### config.mk
export PLATFORM = sky130hd
export DESIGN_NAME = ecc_host_link_flat
export DESIGN_NICKNAME = d
export VERILOG_FILES = /design/src/rtl/ecc_host_link_if.sv /design/src/rtl/ecc_host_link.sv /design/src/flat_wrapper.sv
export SDC_FILE = /design/constraint.sdc
export NUM_CORES = 1
export LEC_CHECK = 0
export CELL_PAD_IN_SITES_DETAIL_PLACEMENT = 0
export CELL_PAD_IN_SITES_GLOBAL_PLACEMENT = 2
export CORE_MARGIN = 2
export CORE_UTILIZATION = 30
export CTS_CLUSTER_SIZE = 14
export DETAILED_ROUTE_END_ITERATION = 8
export PLACE_DENSITY_LB_ADDON = 0.05
export SETUP_SLACK_MARGIN = 0.5
export SLEW_MARGIN = 0
export SYNTH_ARGS = -nofsm -noshare
export SYNTH_HDL_FRONTEND = slang
export SYNTH_SLANG_ARGS = --single-unit
### constraint.sdc
create_clock -name clk -period 3.98 [get_ports clk]
set_input_delay 0.597 -clock clk [delete_from_list [all_inputs] [get_ports clk]]
set_output_delay 0.597 -clock clk [all_outputs]
set_load 0.1 [all_outputs]
### src/rtl/ecc_host_link_if.sv
// ecc_host_link_if: host-side word streams of the ECC host link.
// s_* carries scalar words into the link, m_* carries result words back to the host.
interface ecc_host_link_if #(
  parameter int unsigned WORD_W = 32
);
  logic [WORD_W-1:0] s_data;
  logic              s_valid;
  logic              s_ready;
  logic [WORD_W-1:0] m_data;
  logic              m_valid;
  logic              m_ready;
  logic              m_last;

  // Host side: produces scalar words, consumes result words.
  modport master (
    output s_data, s_valid, m_ready,
    input  s_ready, m_data, m_valid, m_last
  );

  // Link side: consumes scalar words, produces result words.
  modport slave (
    input  s_data, s_valid, m_ready,
    output s_ready, m_data, m_valid, m_last
  );
endinterface

### src/rtl/ecc_host_link.sv
// ecc_host_link: host-side front end for the 163-bit ECC point-multiplication top.
// Loads the scalar as six 32-bit words (LSW first), pulses ecc_enable, waits for a fresh
// rise of ecc_done, captures dx/dy and returns them as twelve words (dx LSW first, then dy).
// Build macro ECC_LINK_TIMEOUT_EN adds a WAIT watchdog driving the sticky err flag.
module ecc_host_link #(
  parameter int unsigned KEY_W  = 163,
  parameter int unsigned WORD_W = 32,
  parameter int unsigned NWORDS = 6
`ifdef ECC_LINK_TIMEOUT_EN
  , parameter int unsigned TIMEOUT_CYC = 1048576
`endif
) (
  input  logic              clk,
  input  logic              rst,
  ecc_host_link_if.slave    host,
  output logic [KEY_W-1:0]  ecc_din,
  output logic              ecc_enable,
  input  logic [KEY_W-1:0]  ecc_dx,
  input  logic [KEY_W-1:0]  ecc_dy,
  input  logic              ecc_done,
  output logic              busy,
  output logic              err
);

  localparam int unsigned NBEATS = 2 * NWORDS;
  localparam int unsigned CNT_W  = $clog2(NBEATS);

  typedef enum logic [2:0] {
    S_LOAD,
    S_START,
    S_WAIT,
    S_CAPTURE,
    S_SEND
  } state_t;

  state_t             state_q;
  state_t             state_d;
  logic [CNT_W-1:0]   cnt_q;
  logic [CNT_W-1:0]   beat_nxt;
  logic               done_q;
  logic               done_rise;
  logic               timeout_hit;
  logic               load_beat;
  logic               send_beat;
  logic               send_enter;
  logic [KEY_W-1:0]   dx_q;
  logic [KEY_W-1:0]   dy_q;
  logic [KEY_W-1:0]   src_x;
  logic [KEY_W-1:0]   src_y;
  logic [KEY_W-1:0]   din_nxt;
  int unsigned        din_shift;
  logic [WORD_W-1:0]  word_nxt;
  logic               s_ready_q;
  logic               m_valid_q;
  logic [WORD_W-1:0]  m_data_q;
  logic               m_last_q;

  // Host word k of a KEY_W value; bits above KEY_W read as zero.
  function automatic logic [WORD_W-1:0] word_of(input logic [KEY_W-1:0] v, input int unsigned k);
    return WORD_W'(v >> (k * WORD_W));
  endfunction

  assign done_rise = ecc_done & ~done_q;

  assign host.s_ready = s_ready_q;
  assign host.m_valid = m_valid_q;
  assign host.m_data  = m_data_q;
  assign host.m_last  = m_last_q;

  // State register.
  always_ff @(posedge clk or negedge rst) begin
    if (!rst) state_q <= S_LOAD;
    else      state_q <= state_d;
  end

  // Next-state logic and per-cycle handshake strobes.
  always_comb begin
    state_d   = state_q;
    load_beat = 1'b0;
    send_beat = 1'b0;
    case (state_q)
      S_LOAD: begin
        if (host.s_valid && s_ready_q) begin
          load_beat = 1'b1;
          if (cnt_q == CNT_W'(NWORDS - 1)) state_d = S_START;
        end
      end
      S_START: state_d = S_WAIT;
      S_WAIT: begin
        if (done_rise)        state_d = S_CAPTURE;
        else if (timeout_hit) state_d = S_SEND;
      end
      S_CAPTURE: state_d = S_SEND;
      S_SEND: begin
        if (m_valid_q && host.m_ready) begin
          send_beat = 1'b1;
          if (cnt_q == CNT_W'(NBEATS - 1)) state_d = S_LOAD;
        end
      end
      default: state_d = S_LOAD;
    endcase
  end

  assign send_enter = (state_q != S_SEND) && (state_d == S_SEND);

  // Scalar with the current host word merged in; bits shifted past KEY_W are dropped.
  always_comb begin
    din_shift = 32'(cnt_q) * WORD_W;
    din_nxt   = (ecc_din & ~(KEY_W'({WORD_W{1'b1}}) << din_shift))
              | (KEY_W'(host.s_data) << din_shift);
  end

  // Next result word: beat 0 on SEND entry, otherwise the beat after the current one.
  always_comb begin
    word_nxt = '0;
    src_x    = (state_q == S_CAPTURE) ? ecc_dx : dx_q;
    src_y    = (state_q == S_CAPTURE) ? ecc_dy : dy_q;
    beat_nxt = (state_q == S_SEND) ? cnt_q + CNT_W'(1) : '0;
    if (beat_nxt < CNT_W'(NWORDS)) word_nxt = word_of(src_x, 32'(beat_nxt));
    else                           word_nxt = word_of(src_y, 32'(beat_nxt - CNT_W'(NWORDS)));
  end

  // Datapath and registered outputs.
  always_ff @(posedge clk or negedge rst) begin
    if (!rst) begin
      cnt_q      <= '0;
      done_q     <= 1'b0;
      ecc_din    <= '0;
      ecc_enable <= 1'b0;
      busy       <= 1'b0;
      s_ready_q  <= 1'b0;
      dx_q       <= '0;
      dy_q       <= '0;
      m_valid_q  <= 1'b0;
      m_data_q   <= '0;
      m_last_q   <= 1'b0;
    end else begin
      done_q     <= ecc_done;
      ecc_enable <= (state_d == S_START);
      busy       <= (state_d != S_LOAD);
      s_ready_q  <= (state_d == S_LOAD);
      if (load_beat) begin
        ecc_din <= din_nxt;
        cnt_q   <= (state_d == S_START) ? '0 : cnt_q + CNT_W'(1);
      end
      if (state_q == S_CAPTURE) begin
        dx_q  <= ecc_dx;
        dy_q  <= ecc_dy;
        cnt_q <= '0;
      end
      if (send_enter) begin
        m_valid_q <= 1'b1;
        m_data_q  <= word_nxt;
        m_last_q  <= 1'b0;
      end else if (send_beat) begin
        if (state_d == S_LOAD) begin
          m_valid_q <= 1'b0;
          m_data_q  <= '0;
          m_last_q  <= 1'b0;
          cnt_q     <= '0;
        end else begin
          cnt_q     <= beat_nxt;
          m_data_q  <= word_nxt;
          m_last_q  <= (beat_nxt == CNT_W'(NBEATS - 1));
        end
      end
    end
  end

`ifdef ECC_LINK_TIMEOUT_EN
  localparam int unsigned TO_W = $clog2(TIMEOUT_CYC + 1);

  logic [TO_W-1:0] wait_cnt_q;
  logic            err_q;

  assign timeout_hit = (state_q == S_WAIT) && (wait_cnt_q == TO_W'(TIMEOUT_CYC - 1));
  assign err         = err_q;

  // Watchdog: counts WAIT cycles from zero; an expiry latches err until reset.
  always_ff @(posedge clk or negedge rst) begin
    if (!rst) begin
      wait_cnt_q <= '0;
      err_q      <= 1'b0;
    end else begin
      if (state_q != S_WAIT) wait_cnt_q <= '0;
      else                   wait_cnt_q <= wait_cnt_q + TO_W'(1);
      if (timeout_hit && !done_rise) err_q <= 1'b1;
    end
  end
`else
  assign timeout_hit = 1'b0;
  assign err         = 1'b0;
`endif

endmodule
### src/flat_wrapper.sv
// flat-port wrapper written by rule: the top's interface ports become plain ports
module ecc_host_link_flat 
#(
  parameter int unsigned KEY_W  = 163,
  parameter int unsigned WORD_W = 32,
  parameter int unsigned NWORDS = 6

)
  (clk, rst, ecc_din, ecc_enable, ecc_dx, ecc_dy, ecc_done, busy, err, host_s_data, host_s_valid, host_m_ready, host_s_ready, host_m_data, host_m_valid, host_m_last);
  ecc_host_link_if #(.WORD_W(WORD_W)) host_i ();
  input  logic clk;
  input  logic rst;
  output logic [KEY_W-1:0] ecc_din;
  output logic ecc_enable;
  input  logic [KEY_W-1:0] ecc_dx;
  input  logic [KEY_W-1:0] ecc_dy;
  input  logic ecc_done;
  output logic busy;
  output logic err;
  input wire logic [$bits(host_i.s_data)-1:0] host_s_data;
  input wire logic [$bits(host_i.s_valid)-1:0] host_s_valid;
  input wire logic [$bits(host_i.m_ready)-1:0] host_m_ready;
  output wire logic [$bits(host_i.s_ready)-1:0] host_s_ready;
  output wire logic [$bits(host_i.m_data)-1:0] host_m_data;
  output wire logic [$bits(host_i.m_valid)-1:0] host_m_valid;
  output wire logic [$bits(host_i.m_last)-1:0] host_m_last;
  assign host_i.s_data = host_s_data;
  assign host_i.s_valid = host_s_valid;
  assign host_i.m_ready = host_m_ready;
  assign host_s_ready = host_i.s_ready;
  assign host_m_data = host_i.m_data;
  assign host_m_valid = host_i.m_valid;
  assign host_m_last = host_i.m_last;
  ecc_host_link #(.KEY_W(KEY_W), .WORD_W(WORD_W), .NWORDS(NWORDS)) u_core (.clk(clk), .rst(rst), .host(host_i), .ecc_din(ecc_din), .ecc_enable(ecc_enable), .ecc_dx(ecc_dx), .ecc_dy(ecc_dy), .ecc_done(ecc_done), .busy(busy), .err(err));
endmodule
Yosys cells after proc, flatten, opt, wreduce, memory -nomap -nowiden

Cells that the tools add are included.
Widths: inputs -> output; s select.

Register bits: 534
Bits in latches: 0
Bits in writable memories: 0
Bits in read-only memories: 0
Input bits: 363
Output and inout bits: 201
Logic and storage cells: 72
Memories kept: 0

Add/sub/neg operators: 2
$mul: 0
Div/mod/pow operators: 0
Magnitude comparators: 1
Eq/ne operators: 10
Shifts and indexed selects: 4
Mux-type cells: 29
Bitwise operators: 5
Reduce and logical (&&, ||, !) cells: 9

Operator list:

| cell                   | count |
|---|---|
| $mux 163               | 2 |
| $and 163x163->163      | 1 |
| $not 163->163          | 1 |
| $or 163x163->163       | 1 |
| $shl 32x9->163         | 1 |
| $shl 32x9->163 const A | 1 |
| $shr 163x32->32        | 1 |
| $shr 163x9->32         | 1 |
| $mux 32                | 4 |
| $mux 4                 | 7 |
| $mux 3                 | 5 |
| $pmux 3 s5             | 1 |
| $mux 1                 | 10 |
| $eq 4x4->1 const B     | 2 |
| $eq 3x1->1 const B     | 2 |
| $eq 3x2->1 const B     | 2 |
| $eq 3x3->1 const B     | 2 |
| $logic_not 3->1        | 2 |
| $sub 4x3->5 const B    | 1 |
| $add 4x1->4 const B    | 1 |
| $eq 4x3->1 const B     | 1 |
| $lt 4x3->1 const B     | 1 |
| $reduce_bool 2->1      | 2 |
| $logic_and 1x1->1      | 3 |
| other kinds (5)        | 5 |

Longest topological paths before layout

Gate-level depths: netlist of the first run.

Word-level depth: 10
Gate-level depth with buffers: 14
Depth with buffers taken out: 12

Worst setup path before layout of the first run

Ideal clock, no wire load.

Kind: reg2reg
From: reg u_core.cnt_q[0]
To: reg u_core.m_data_q[31], in the netlist u_core.host.m_data[31]
Setup time: 0.087 ns
Arrival time: 2.809 ns
Data required time: 3.893 ns
Path slack: 1.083 ns
Stages on the path, launching flop included: 15
Path buffers: 4
Period minus slack after synthesis: 2.897 ns
Cell sequence: dfrtp_1 buf_2 inv_1 ha_1 nand4bb_1 clkbuf_1 inv_2 ha_1 inv_2 nor3_1 clkbuf_1 clkbuf_1 a32oi_1 o211a_1 o211ai_1

Word-level cells in the longest chain between the ends: 8
Elaborated cells on any way between the ends: 21
Classes of those cells: add/sub: 2; order compare: 1; eq/ne: 3; shift: 2; mux: 10; reduce/logical: 3

RTL lines:

| element                                              | line                                       | source |
|---|---|---|
| from (decl)                                          | ecc_host_link.sv:38                        | `logic [CNT_W-1:0] cnt_q;` |
| from (signal assigned)                               | ecc_host_link.sv:144                       | `cnt_q <= (state_d == S_START) ? '0 : cnt_q + CNT_W'(1);` |
| from (signal assigned)                               | ecc_host_link.sv:162                       | `cnt_q <= beat_nxt;` |
| $add 4x1->4, or another cell as far along            | ecc_host_link.sv:118                       | `beat_nxt = (state_q == S_SEND) ? cnt_q + CNT_W'(1) : '0;` |
| $mux 4, or another cell as far along                 | ecc_host_link.sv:118                       |  |
| $sub 4x3->5, or another cell as far along            | ecc_host_link.sv:120                       | `else word_nxt = word_of(src_y, 32'(beat_nxt - CNT_W'(NWORDS)));` |
| $shr 163x32->32 / $pmux 3 s5 (equally long branches) | ecc_host_link.sv:60, ecc_host_link.sv:81   |  |
| $mux 32 / $logic_not 3->1 (equally long branches)    | ecc_host_link.sv:119, ecc_host_link.sv:156 |  |
| $mux 32                                              | ecc_host_link.sv:156                       | `if (state_d == S_LOAD) begin` |
| $mux 32                                              | ecc_host_link.sv:155                       | `end else if (send_beat) begin` |
| $mux 32                                              | ecc_host_link.sv:151                       | `if (send_enter) begin` |
| to (signal assigned)                                 | ecc_host_link.sv:153                       | `m_data_q <= word_nxt;` |
| to (signal assigned)                                 | ecc_host_link.sv:163                       | `m_data_q <= word_nxt;` |
| to (decl)                                            | ecc_host_link.sv:55                        | `logic [WORD_W-1:0] m_data_q;` |

Several ways; a longest one is shown, not always the timed one. The select of a mux whose other input is x is not followed.
A chain may end at the register's enable or synchronous reset.

Worst setup path after layout of the first run

Same ends and word-level chain as after synthesis.

==> results of run 1 <==
-- per-layer routing --
layer | vias up | track usage
li1 | 7725 | -
met1 | 8839 | 0.3212
met2 | 520 | 0.3350
met3 | 84 | 0.04725
met4 | 6 | 0.06132
met5 | - | 0
-- cell type report --
type / instances / share of cell area
Multi-Input combinational cell: 1117 / 0.2679
Antenna cell: 10 / 0.0007981
Inverter: 15 / 0.001796
Clock buffer: 96 / 0.06145
Timing Repair Buffer: 614 / 0.1961
Clock inverter: 20 / 0.007023
Tap cell: 969 / 0.03867
Sequential cell: 534 / 0.4262
-- sequential cells by signal, summed over array words and instances (netlist names) --
name / count
u_core.dx_q: 163
u_core.dy_q: 163
u_core.ecc_din: 163
u_core.host.m_data: 32
u_core.cnt_q: 4
u_core.state_q: 3
u_core.busy: 1
u_core.done_q: 1
u_core.ecc_enable: 1
u_core.host.m_last: 1
u_core.host.m_valid: 1
u_core.host.s_ready: 1
-- cell families after synthesis --
logic type / share of synthesized area
AOI/OAI and AO/OA: 0.1417
xor gates and xnor gates: 0.0007813
adders and majority gates: 0.003906
buffers and inverters: 0.03214
DFF: 0.5959
muxes: 0.1290
other: 0.0001672
and+or+nand+nor: 0.09631
-- worst paths after layout --
kind / depth (start not counted) / to / startpoint / slack [ps]
setup / recovery: 13 / u_core.host.m_data[31]$_DFFE_PN0P_ / u_core.cnt_q[0]$_DFF_PN0_ / 700
hold / removal: 1 / u_core.dx_q[72]$_DFF_PN0_ / rst / 30
setup reg to reg: 13 / u_core.host.m_data[31]$_DFFE_PN0P_ / u_core.cnt_q[0]$_DFF_PN0_ / 700
hold reg to reg: 2 / u_core.dy_q[57]$_DFF_PN0_ / u_core.dy_q[57]$_DFF_PN0_ / 470
max in group asynchronous: 2 / u_core.ecc_din[103]$_DFFE_PN0P_ / rst / 2950
min in group clk: 2 / u_core.dy_q[57]$_DFF_PN0_ / u_core.dy_q[57]$_DFF_PN0_ / 470
-- cell usage in the layout, fill, tap and decap left out, types with 8 or more instances in the layout --
cell / instances
sky130_fd_sc_hd__a22o_1: 189
sky130_fd_sc_hd__mux2_2: 232
sky130_fd_sc_hd__buf_12: 10
sky130_fd_sc_hd__o211ai_1: 38
sky130_fd_sc_hd__dfrtp_1: 533
sky130_fd_sc_hd__nand2_1: 296
sky130_fd_sc_hd__o21ai_0: 8
sky130_fd_sc_hd__a221o_1: 17
sky130_fd_sc_hd__clkbuf_1: 16
sky130_fd_sc_hd__mux2i_1: 28
sky130_fd_sc_hd__o22ai_1: 28
sky130_fd_sc_hd__nor4b_1: 8
sky130_fd_sc_hd__nand3_1: 33
sky130_fd_sc_hd__o32ai_1: 14
sky130_fd_sc_hd__diode_2: 10
sky130_fd_sc_hd__nor2_1: 43
sky130_fd_sc_hd__clkdlybuf4s50_1: 561
sky130_fd_sc_hd__clkbuf_16: 68
sky130_fd_sc_hd__inv_1: 12
sky130_fd_sc_hd__clkinv_2: 9
sky130_fd_sc_hd__a211oi_1: 12
sky130_fd_sc_hd__a211o_1: 13
sky130_fd_sc_hd__buf_4: 41
sky130_fd_sc_hd__nor3_1: 29
sky130_fd_sc_hd__a32oi_1: 28
sky130_fd_sc_hd__clkbuf_8: 12
-- per-stage QoR --
stage | hold slack (ps) | std cells
detailed placement | 459.7 | 3249
global route | 71.83 | 3373
global placement | 458.8 | 3249
CTS | 33.66 | 3365
finish | 30.86 | 3375
floorplan | 301.4 | 1807
-- power groups by stage --
stage          combinational (W)  sequential [W]  clock (W)
2_1_floorplan            0.00283          0.0137          0
3_3_place_gp              0.0131         0.00742          0
3_5_place_dp              0.0131         0.00744          0
4_1_cts                   0.0131         0.00734    0.00616
5_1_grt                   0.0135         0.00748    0.00641
6_report                  0.0131         0.00734    0.00599
-- worst max-delay path: cells and delay by family (launching register included) --
kind | cells | cell delay, ps
fa+ha+maj | 4 | 990
simple gates | 2 | 700
buf+inv | 5 | 660
flops | 1 | 500
compound gates | 2 | 320
-- timing repair --
action	CTS	global route
buffers inserted	0	0
endpoints found under the hold margin	0	0
gates resized for setup	0	2
endpoints found under the setup margin	0	20
==> metrics.txt, run 1 <==
result of the run=finished clean; slowest stage delay, CP=500 ps; clock latency on the worst-skew pair=600 ps; vias in the first global route=17660; Die ar.=76950 µm²; die extent in y=277.4 µm; number of flops mapped to enable cells by yosys=0; Top-Level Pins=564; Cells after Synth=1807; Crit path arrival time=3780 ps; wire length on met1=40950 µm; initial standard-cell utilization of the core=0.3022; finished layout cell area=31360 µm²; number of hold violations in the final report=0; DRT antenna net count=0; #FFs+latches synth=534; Routed WL per cell=25.62 µm; power per unit of standard cell area=842.1 nW/µm²; clock transition at the register clock pins on the worst setup and hold paths after CTS=60 ps; most frequent cell after synthesis=sky130_fd_sc_hd__dfrtp_1; cell with the largest stage delay on the worst path=sky130_fd_sc_hd__dfrtp_2; number of maximum-capacitance violations=0; final weighted congestion in routability-driven placement=0.8529; overall power=0.02641 W; portion of synthesized cell area occupied by the leading cell type=0.5959; initial antenna violation count=18; required time worst endpoint=4480 ps; VDD IR max=0.3279 mV; final WL=86480 µm; proportion of synthesized flip-flops having asynchronous set or reset=1.000; CP Launch Type=flip-flop; core utilization of the finished layout=0.4226; maximum clock insertion buffer count=3; Critical Path Sink Type=flip-flop; cell types with the highest counts after synthesis=sky130_fd_sc_hd__dfrtp_1, sky130_fd_sc_hd__nand2_1, sky130_fd_sc_hd__mux2_2, sky130_fd_sc_hd__a22o_1, sky130_fd_sc_hd__clkbuf_1; prevailing post-synth register cell=sky130_fd_sc_hd__dfrtp_1; Net Count, Synth=2177; Slew Limit Fails=0; DR vias/cell=5.089; ordered list of cells on the worst path=ha_1 > ha_1 > inv_1 > nand2_1 > inv_1 > ha_1 > inv_1 > ha_1 > inv_1 > a311oi_4 > buf_4 > or4b_1 > o211ai_1; setup repair after global routing missed its margin=no; largest net degree at the start of global routing=98; number of buffers created by CTS=66; total net switching power=0.01280 W; instance area at placement=29180 µm²; number of standard-cell rows in the floorplan=100; register area share after synthesis=0.5959; area occupied by multi-input gates=8402 µm²; width of the chip=277.4 µm; Post-route DRC=0; Synth warnings=0; reported leakage power=13.74 nW; portion of total power attributed to sequential cells=0.278; Total Neg Setup Slack=0 ps; input/output buffers=562; clock tree from TritonCTS=done; total gr overflow=0; core region area=74200 µm²; Synth cell types=66; slew at the pin with the worst max-slew slack=1196 ps; layout cells sized above 1=0.1749; half-perimeter wire length after detailed placement=62880 µm; Setup Skew=20.72 ps; Comb pwr share=0.495; Post-Syn Area=22420 µm²; per-instance average area after synthesis=12.41 µm²; Final WS setup=696.5 ps; DR WL met3=5027 µm; Internal=0.01360 W; crit share post-route=0.8250; fraction of power consumed by the clock network=0.227; GRT Overall Usage=0.2221; met2 wire length=39090 µm; Worst Setup Path Type=flip-flop to flip-flop; switching share of power=0.4848; iteration count of the initial detailed-routing pass=5; layout-stage area growth over the synthesis result=39.84%; fillers=7066; class of the worst hold path=input port to async pin; Setup Slack @ Placement=631.5 ps; clock sinks=534; area of all sequential standard cells=13360 µm²; largest cells by area after synthesis=sky130_fd_sc_hd__dfrtp_1, sky130_fd_sc_hd__mux2_2, sky130_fd_sc_hd__a22o_1, sky130_fd_sc_hd__nand2_1, sky130_fd_sc_hd__buf_2; number of nets in the final layout=2718; Setup-failing EPs final=0; worst relative slew slack=0.2001; wire length of the first global-routing pass=126500 µm; number of DRC markers after the initial detailed-route iteration=1108; critical path peak fanout=16; Vias=17170; fmax=304.6 MHz; Synth area leader=sky130_fd_sc_hd__dfrtp_1; hold buffer count at cts=0; root cell of the clock tree=sky130_fd_sc_hd__clkbuf_16; min cycle time layout=3283 ps; count of H-tree levels built during CTS=3; uppermost signal routing layer after detailed routing=met5
(Power assumes the default switching activity.)
==> inputs of run 2 (changes only) <==
clock period = 3.1 ns   (was 3.98 ns; I/O delays follow)
==> metrics.txt, run 2 (synthesis gave the netlist of run 1 again) <==
number of hold violations in the final report=0 (unchanged); reported leakage power=14.62 nW (+6.4%); most frequent standard cell in the layout excluding fill and tap cells=sky130_fd_sc_hd__dfrtp_1; DRT antenna net count=0 (unchanged); GRT Overall Usage=0.2244 (+0.002324); clock sinks=534 (unchanged); Worst Hold Launch=ecc_done; largest net degree at the start of global routing=92 (-6.1%); final WL=89720 µm (+3.7%); clock tree from TritonCTS=done; initial antenna violation count=21 (+3); half-perimeter wire length after detailed placement=63590 µm (+1.1%); input/output buffers=562 (unchanged); DR vias/cell=5.080 (-0.17%); wire length of the first global-routing pass=128300 µm (+1.5%); layout cells sized above 1=0.3103 (+0.1354); biggest registers after layout=u_core.dx_q: 163 flops, u_core.dy_q: 163 flops, u_core.ecc_din: 163 flops; Critical Path Sink Type=flip-flop; number of standard-cell rows in the floorplan=100 (unchanged); Post-route DRC=0 (unchanged); Slew Limit Fails=0 (unchanged); sink of the worst hold path=u_core.done_q$_DFF_PN0_; total gr overflow=0 (unchanged); Top-Level Pins=564 (unchanged); number of buffers created by CTS=59 (-11%); min cycle time layout=2653 ps (-630.6 ps); count of H-tree levels built during CTS=2 (-1); instance area at placement=29140 µm² (-0.12%); setup repair after global routing missed its margin=yes; number of maximum-capacitance violations=0 (unchanged); slew at the pin with the worst max-slew slack=917.8 ps (-278.2 ps); width of the chip=277.4 µm (unchanged); root cell of the clock tree=sky130_fd_sc_hd__clkbuf_16; number of nets in the final layout=2797 (+2.9%); logic depth of the worst register-to-register path=9 (-4); worst hold path cell count=1; iteration count of the initial detailed-routing pass=6 (+1); worst relative slew slack=0.3881 (+0.1880); vias in the first global route=18250 (+3.3%); Crit path arrival time=3180 ps (-600 ps); Die ar.=76950 µm² (unchanged); clock latency on the worst-skew pair=620 ps (+20 ps); Total Neg Setup Slack=0 ps (unchanged); CP Launch Type=flip-flop; required time worst endpoint=3630 ps (-850 ps); launching point of the worst reg2reg path=u_core.cnt_q[1]$_DFF_PN0_; result of the run=finished clean; Setup-failing EPs final=0 (unchanged); fmax=377.0 MHz (+24%); power per unit of standard cell area=1060 nW/µm² (+26%); initial standard-cell utilization of the core=0.3022 (unchanged); layout-stage area growth over the synthesis result=44.58%; Setup Skew=12.22 ps (-8.498 ps); Routed WL per cell=25.97 µm (+1.3%); capturing point of the worst reg2reg path=u_core.host.m_data[31]$_DFFE_PN0P_; Worst Setup Path Type=flip-flop to flip-flop; class of the worst hold path=input port to flip-flop; Vias=17550 (+2.2%); die extent in y=277.4 µm (unchanged); clock transition at the register clock pins on the worst setup and hold paths after CTS=70 ps (about the same); critical path peak fanout=8 (-8); finished layout cell area=32420 µm² (+3.4%); maximum clock insertion buffer count=3 (unchanged); commonest cells after routing, fill and taps aside=sky130_fd_sc_hd__dfrtp_1, sky130_fd_sc_hd__clkdlybuf4s50_1, sky130_fd_sc_hd__nand2_1; reg2reg setup slack=450 ps (-250 ps); core region area=74200 µm² (unchanged); number of DRC markers after the initial detailed-route iteration=1093 (-1.4%); VDD IR max=0.5631 mV (+72%); crit share post-route=0.8558 (+0.03076); final weighted congestion in routability-driven placement=0.8569 (+0.47%)
-- run 2: area by class of cell --
| class | count | area [µm²] |
|---|---|---|
| multi-input cells | 1120 | 8969 |
| well taps | 969 | 1212 |
| repair buffers | 697 | 6740 |
| flip-flops and latches | 534 | 13370 |
| clock buffers | 90 | 1765 |
| diodes | 11 | 27.53 |
| fillers | 6985 | 41780 |
| clock inverters | 19 | 254.0 |
| inverters | 15 | 80.08 |
-- run 2: critical path, cell delays in order, from the launching register on --
cell,delay [ps]
sky130_fd_sc_hd__dfrtp_2,460
sky130_fd_sc_hd__ha_4,190
sky130_fd_sc_hd__ha_4,280
sky130_fd_sc_hd__clkinvlp_4,110
sky130_fd_sc_hd__buf_6,130
sky130_fd_sc_hd__or3_4,340
sky130_fd_sc_hd__a311oi_4,290
sky130_fd_sc_hd__buf_6,180
sky130_fd_sc_hd__or4b_4,470
sky130_fd_sc_hd__o211ai_1,110
-- run 2: how the worst max path moves through the flow --
stage / start / slack [ps] / depth (start not counted) / to
6_report: u_core.cnt_q[1]$_DFF_PN0_ / 450 / 9 / u_core.host.m_data[31]$_DFFE_PN0P_
5_1_grt: u_core.cnt_q[1]$_DFF_PN0_ / 400 / 15 / u_core.host.m_data[19]$_DFFE_PN0P_
4_1_cts: u_core.cnt_q[1]$_DFF_PN0_ / 410 / 13 / u_core.host.m_data[31]$_DFFE_PN0P_
3_5_place_dp: u_core.cnt_q[1]$_DFF_PN0_ / 90 / 13 / u_core.host.m_data[31]$_DFFE_PN0P_
3_3_place_gp: u_core.cnt_q[1]$_DFF_PN0_ / 200 / 13 / u_core.host.m_data[3]$_DFFE_PN0P_
2_1_floorplan: u_core.state_q[0]$_DFF_PN0_ / 520 / 13 / u_core.host.m_data[13]$_DFFE_PN0P_
-- run 2: per-layer routing --
| metal | global-route usage | wire length (µm) |
|---|---|---|
| met5 | 0 | 69 |
| met4 | 0.06550 | 2057 |
| met3 | 0.04599 | 4857 |
| met2 | 0.3426 | 41070 |
| met1 | 0.3208 | 41660 |
-- run 2: metrics by stage --
| stage | power (W) | utilization | setup WS [ps] | std cells | hold WS (ps) |
|---|---|---|---|---|---|
| after global routing | 0.03560 | 0.4369 | 395.2 | 3453 | 317.5 |
| after detailed placement | 0.02619 | 0.3928 | 91.33 | 3286 | 462.5 |
| final | 0.03436 | 0.4369 | 447.2 | 3455 | 337.3 |
| after global placement | 0.02613 | 0.3928 | 200.9 | 3286 | 454.0 |
| after floorplan | 0.02124 | - | 521.7 | 1807 | 169.4 |
| after CTS | 0.03410 | 0.4270 | 406.7 | 3421 | 290.9 |
-- run 2: repair_timing --
action / 4_1_cts / 5_1_grt
resized for setup: 65 / 81
pin swaps: 22 / 56
endpoints found under the hold margin: 47 / 0
setup buffers: 21 / 14
gates cloned: 4 / 9
hold buffers: 1 / 0
endpoints found under the setup margin: 32 / 36
-- run 2: power by group --
group,leakage [nW],switching [W],internal (W)
logic,7.14,0.0129,0.00468
clock network,0.993,0.00293,0.00440
registers,6.49,0.000961,0.00850
==> inputs of run 3 (changes only) <==
ABC_CLOCK_PERIOD_IN_PS = 3100   (was default)
GPL_TIMING_DRIVEN = 0   (was default)
==> metrics.txt, run 3 (synthesis gave the netlist of run 1 again) <==
result of the run=finished clean; biggest registers after layout=u_core.dx_q: 163 flops, u_core.dy_q: 163 flops, u_core.ecc_din: 163 flops; ordered list of cells on the worst path=buf_6 > inv_8 > ha_4 > nand4bb_1 > clkbuf_8 > inv_8 > ha_4 > inv_8 > nor3_4 > buf_8 > a32oi_2 > o211ai_1 > a221o_1; die extent in y=277.4 µm (unchanged); clock sinks=534 (unchanged); reported leakage power=15.54 nW (+6.2%); GR Util met2=0.3691 (+0.02654); input/output buffers=562 (unchanged); number of buffers created by CTS=66 (+12%); width of the chip=277.4 µm (unchanged); routing layer with the top usage in global route=met2; commonest cells after routing, fill and taps aside=sky130_fd_sc_hd__dfrtp_1, sky130_fd_sc_hd__clkdlybuf4s50_1, sky130_fd_sc_hd__nand2_1; iteration count of the initial detailed-routing pass=5 (-1); Comb pwr share=0.498 (-0.013); largest net degree at the start of global routing=124 (+35%); layout-stage area growth over the synthesis result=47.25%; logic depth of the worst register-to-register path=13 (+4); fillers=6971 (-0.20%); number of maximum-capacitance violations=0 (unchanged); reg2reg setup slack=360 ps (-90 ps); fmax=364.5 MHz (-3.3%); Vias=17740 (+1.1%); worst hold path cell count=1 (unchanged); fraction of met3 tracks used by global routing=0.05180 (+0.005812); VDD IR max=0.4316 mV (-23%); number of nets in the final layout=2853 (+2.0%); most frequent standard cell in the layout excluding fill and tap cells=sky130_fd_sc_hd__dfrtp_1; number of instances in the placed design=3343 (+1.7%); Slew Limit Fails=0 (unchanged); half-perimeter wire length after detailed placement=68310 µm (+7.4%); met1 Use GR=0.3244 (+0.003633); total gr overflow=0 (unchanged); crit share post-route=0.8849 (+0.02912); switching share of power=0.4863 (-0.001928); initial antenna violation count=20 (-4.8%); maximum clock insertion buffer count=3 (unchanged); CP Launch Type=flip-flop; Post-route DRC=0 (unchanged); Top-Level Pins=564 (unchanged); Setup Skew=25.74 ps (+13.52 ps); required time worst endpoint=3580 ps (-50 ps); core region area=74200 µm² (unchanged); count of H-tree levels built during CTS=3 (+1); portion of total power attributed to sequential cells=0.267 (-0.008); total net switching power=0.01690 W (+0.71%); clock transition at the register clock pins on the worst setup and hold paths after CTS=60 ps (about the same); number of standard-cell rows in the floorplan=100 (unchanged); final hold slack=349.6 ps (+12.38 ps); wire length of the first global-routing pass=132200 µm (+3.0%); Worst Setup EP=u_core.host.m_data[27]$_DFFE_PN0P_; slowest stage delay, CP=420 ps (-50 ps); Internal=0.01784 W (+1.5%); power per unit of standard cell area=1052 nW/µm² (-0.72%); number of DRC markers after the initial detailed-route iteration=997 (-8.8%); clock tree from TritonCTS=done; capturing point of the worst reg2reg path=u_core.host.m_data[27]$_DFFE_PN0P_; finished layout cell area=33020 µm² (+1.8%); Die ar.=76950 µm² (unchanged); cell with the most instances on the worst path=sky130_fd_sc_hd__inv_8; vias in the first global route=18610 (+2.0%); min cycle time layout=2743 ps (+90.29 ps); instance area at placement=29470 µm² (+1.1%); layout cells sized above 1=0.2347 (-0.07561); initial standard-cell utilization of the core=0.3022 (unchanged); DR vias/cell=5.054 (-0.52%); DRT antenna net count=0 (unchanged); setup repair after global routing missed its margin=yes; slew at the pin with the worst max-slew slack=1155 ps (+237.3 ps); Worst Setup Path Type=flip-flop to flip-flop; Crit path arrival time=3220 ps (+40 ps); final WL=91370 µm (+1.8%); Setup-failing EPs final=0 (unchanged); clock latency on the worst-skew pair=610 ps (about the same); fraction of power consumed by the clock network=0.235 (+0.022); cell with the largest stage delay on the worst path=sky130_fd_sc_hd__a221o_1; number of hold violations in the final report=0 (unchanged); GRT Overall Usage=0.2344 (+0.01005); beginning of the critical path=u_core.cnt_q[0]$_DFF_PN0_; class of the worst hold path=input port to flip-flop; root cell of the clock tree=sky130_fd_sc_hd__clkbuf_16; critical path peak fanout=10 (+2); launching point of the worst reg2reg path=u_core.cnt_q[0]$_DFF_PN0_; Critical Path Sink Type=flip-flop; Total Neg Setup Slack=0 ps (unchanged); Cell Count, Final, Fillers Out=3511 (+1.6%); Routed WL per cell=26.02 µm (+0.22%); overall power=0.03474 W (+1.1%); worst relative slew slack=0.2330 (-0.1551); final weighted congestion in routability-driven placement=0.7925 (-7.5%)
-- run 3: worst min-delay path by stage --
stage / from / endpoint / slack [ps]
floorplan: rst / u_core.busy$_DFF_PN0_ / 170
global placement: u_core.dx_q[30]$_DFF_PN0_ / u_core.dx_q[30]$_DFF_PN0_ / 450
detailed placement: rst / u_core.dx_q[89]$_DFF_PN0_ / 430
CTS: ecc_done / u_core.done_q$_DFF_PN0_ / 300
global route: ecc_done / u_core.done_q$_DFF_PN0_ / 330
finish: ecc_done / u_core.done_q$_DFF_PN0_ / 350
-- run 3: power by group through the flow --
stage               combinational, W  sequential (W)  clock [W]
floorplan                    0.00368          0.0176          0
global placement              0.0171         0.00945          0
detailed placement            0.0171         0.00945          0
CTS                           0.0172         0.00930    0.00835
global route                  0.0179         0.00947    0.00866
finish                        0.0173         0.00929    0.00816
-- run 3: routing by layer --
layer / vias to the layer above / part of all wire
met1: 9110 / 0.45
met3: 108 / 0.060
met5: - / 0.0011
met2: 496 / 0.47
met4: 16 / 0.018
li1: 8013 / -
-- run 3: worst max-delay path, delay by kind of cell (launching register included) --
kind            cells  cell delay, ps
compound gates      3             850
fa+ha+maj           2             510
simple gates        2             180
buf+inv             6             670
flops               1             410
-- run 3: final cells by class --
class | count | area, µm² | area share
Clock buffer | 94 | 1929 | 0.05844
Multi-Input combinational cell | 1117 | 8899 | 0.2695
Timing Repair Buffer | 608 | 6146 | 0.1861
Inverter | 15 | 90.09 | 0.002729
Antenna cell | 11 | 27.53 | 0.0008337
Buffer | 140 | 983.4 | 0.02979
Timing Repair inverter | 1 | 6.256 | 0.0001895
Clock inverter | 22 | 354.1 | 0.01072
Tap cell | 969 | 1212 | 0.03672
Sequential cell | 534 | 13370 | 0.4049
-- run 3: per-stage QoR --
step | setup WS [ps] | utilization
floorplan | 521.7 | -
global placement | -25260 | 0.3951
detailed placement | -810.3 | 0.3972
CTS | 329.4 | 0.4390
global route | 263.0 | 0.4449
finish | 356.9 | 0.4450
-- run 3: repair_timing --
| item | in CTS | in global routing |
|---|---|---|
| endpoints found under the hold margin | 49 | 0 |
| resized for setup | 319 | 118 |
| buffers inserted | 31 | 5 |
| pin swaps | 41 | 39 |
| hold buffers | 1 | 0 |
| gates cloned | 4 | 1 |
| setup endpoints to repair | 425 | 216 |
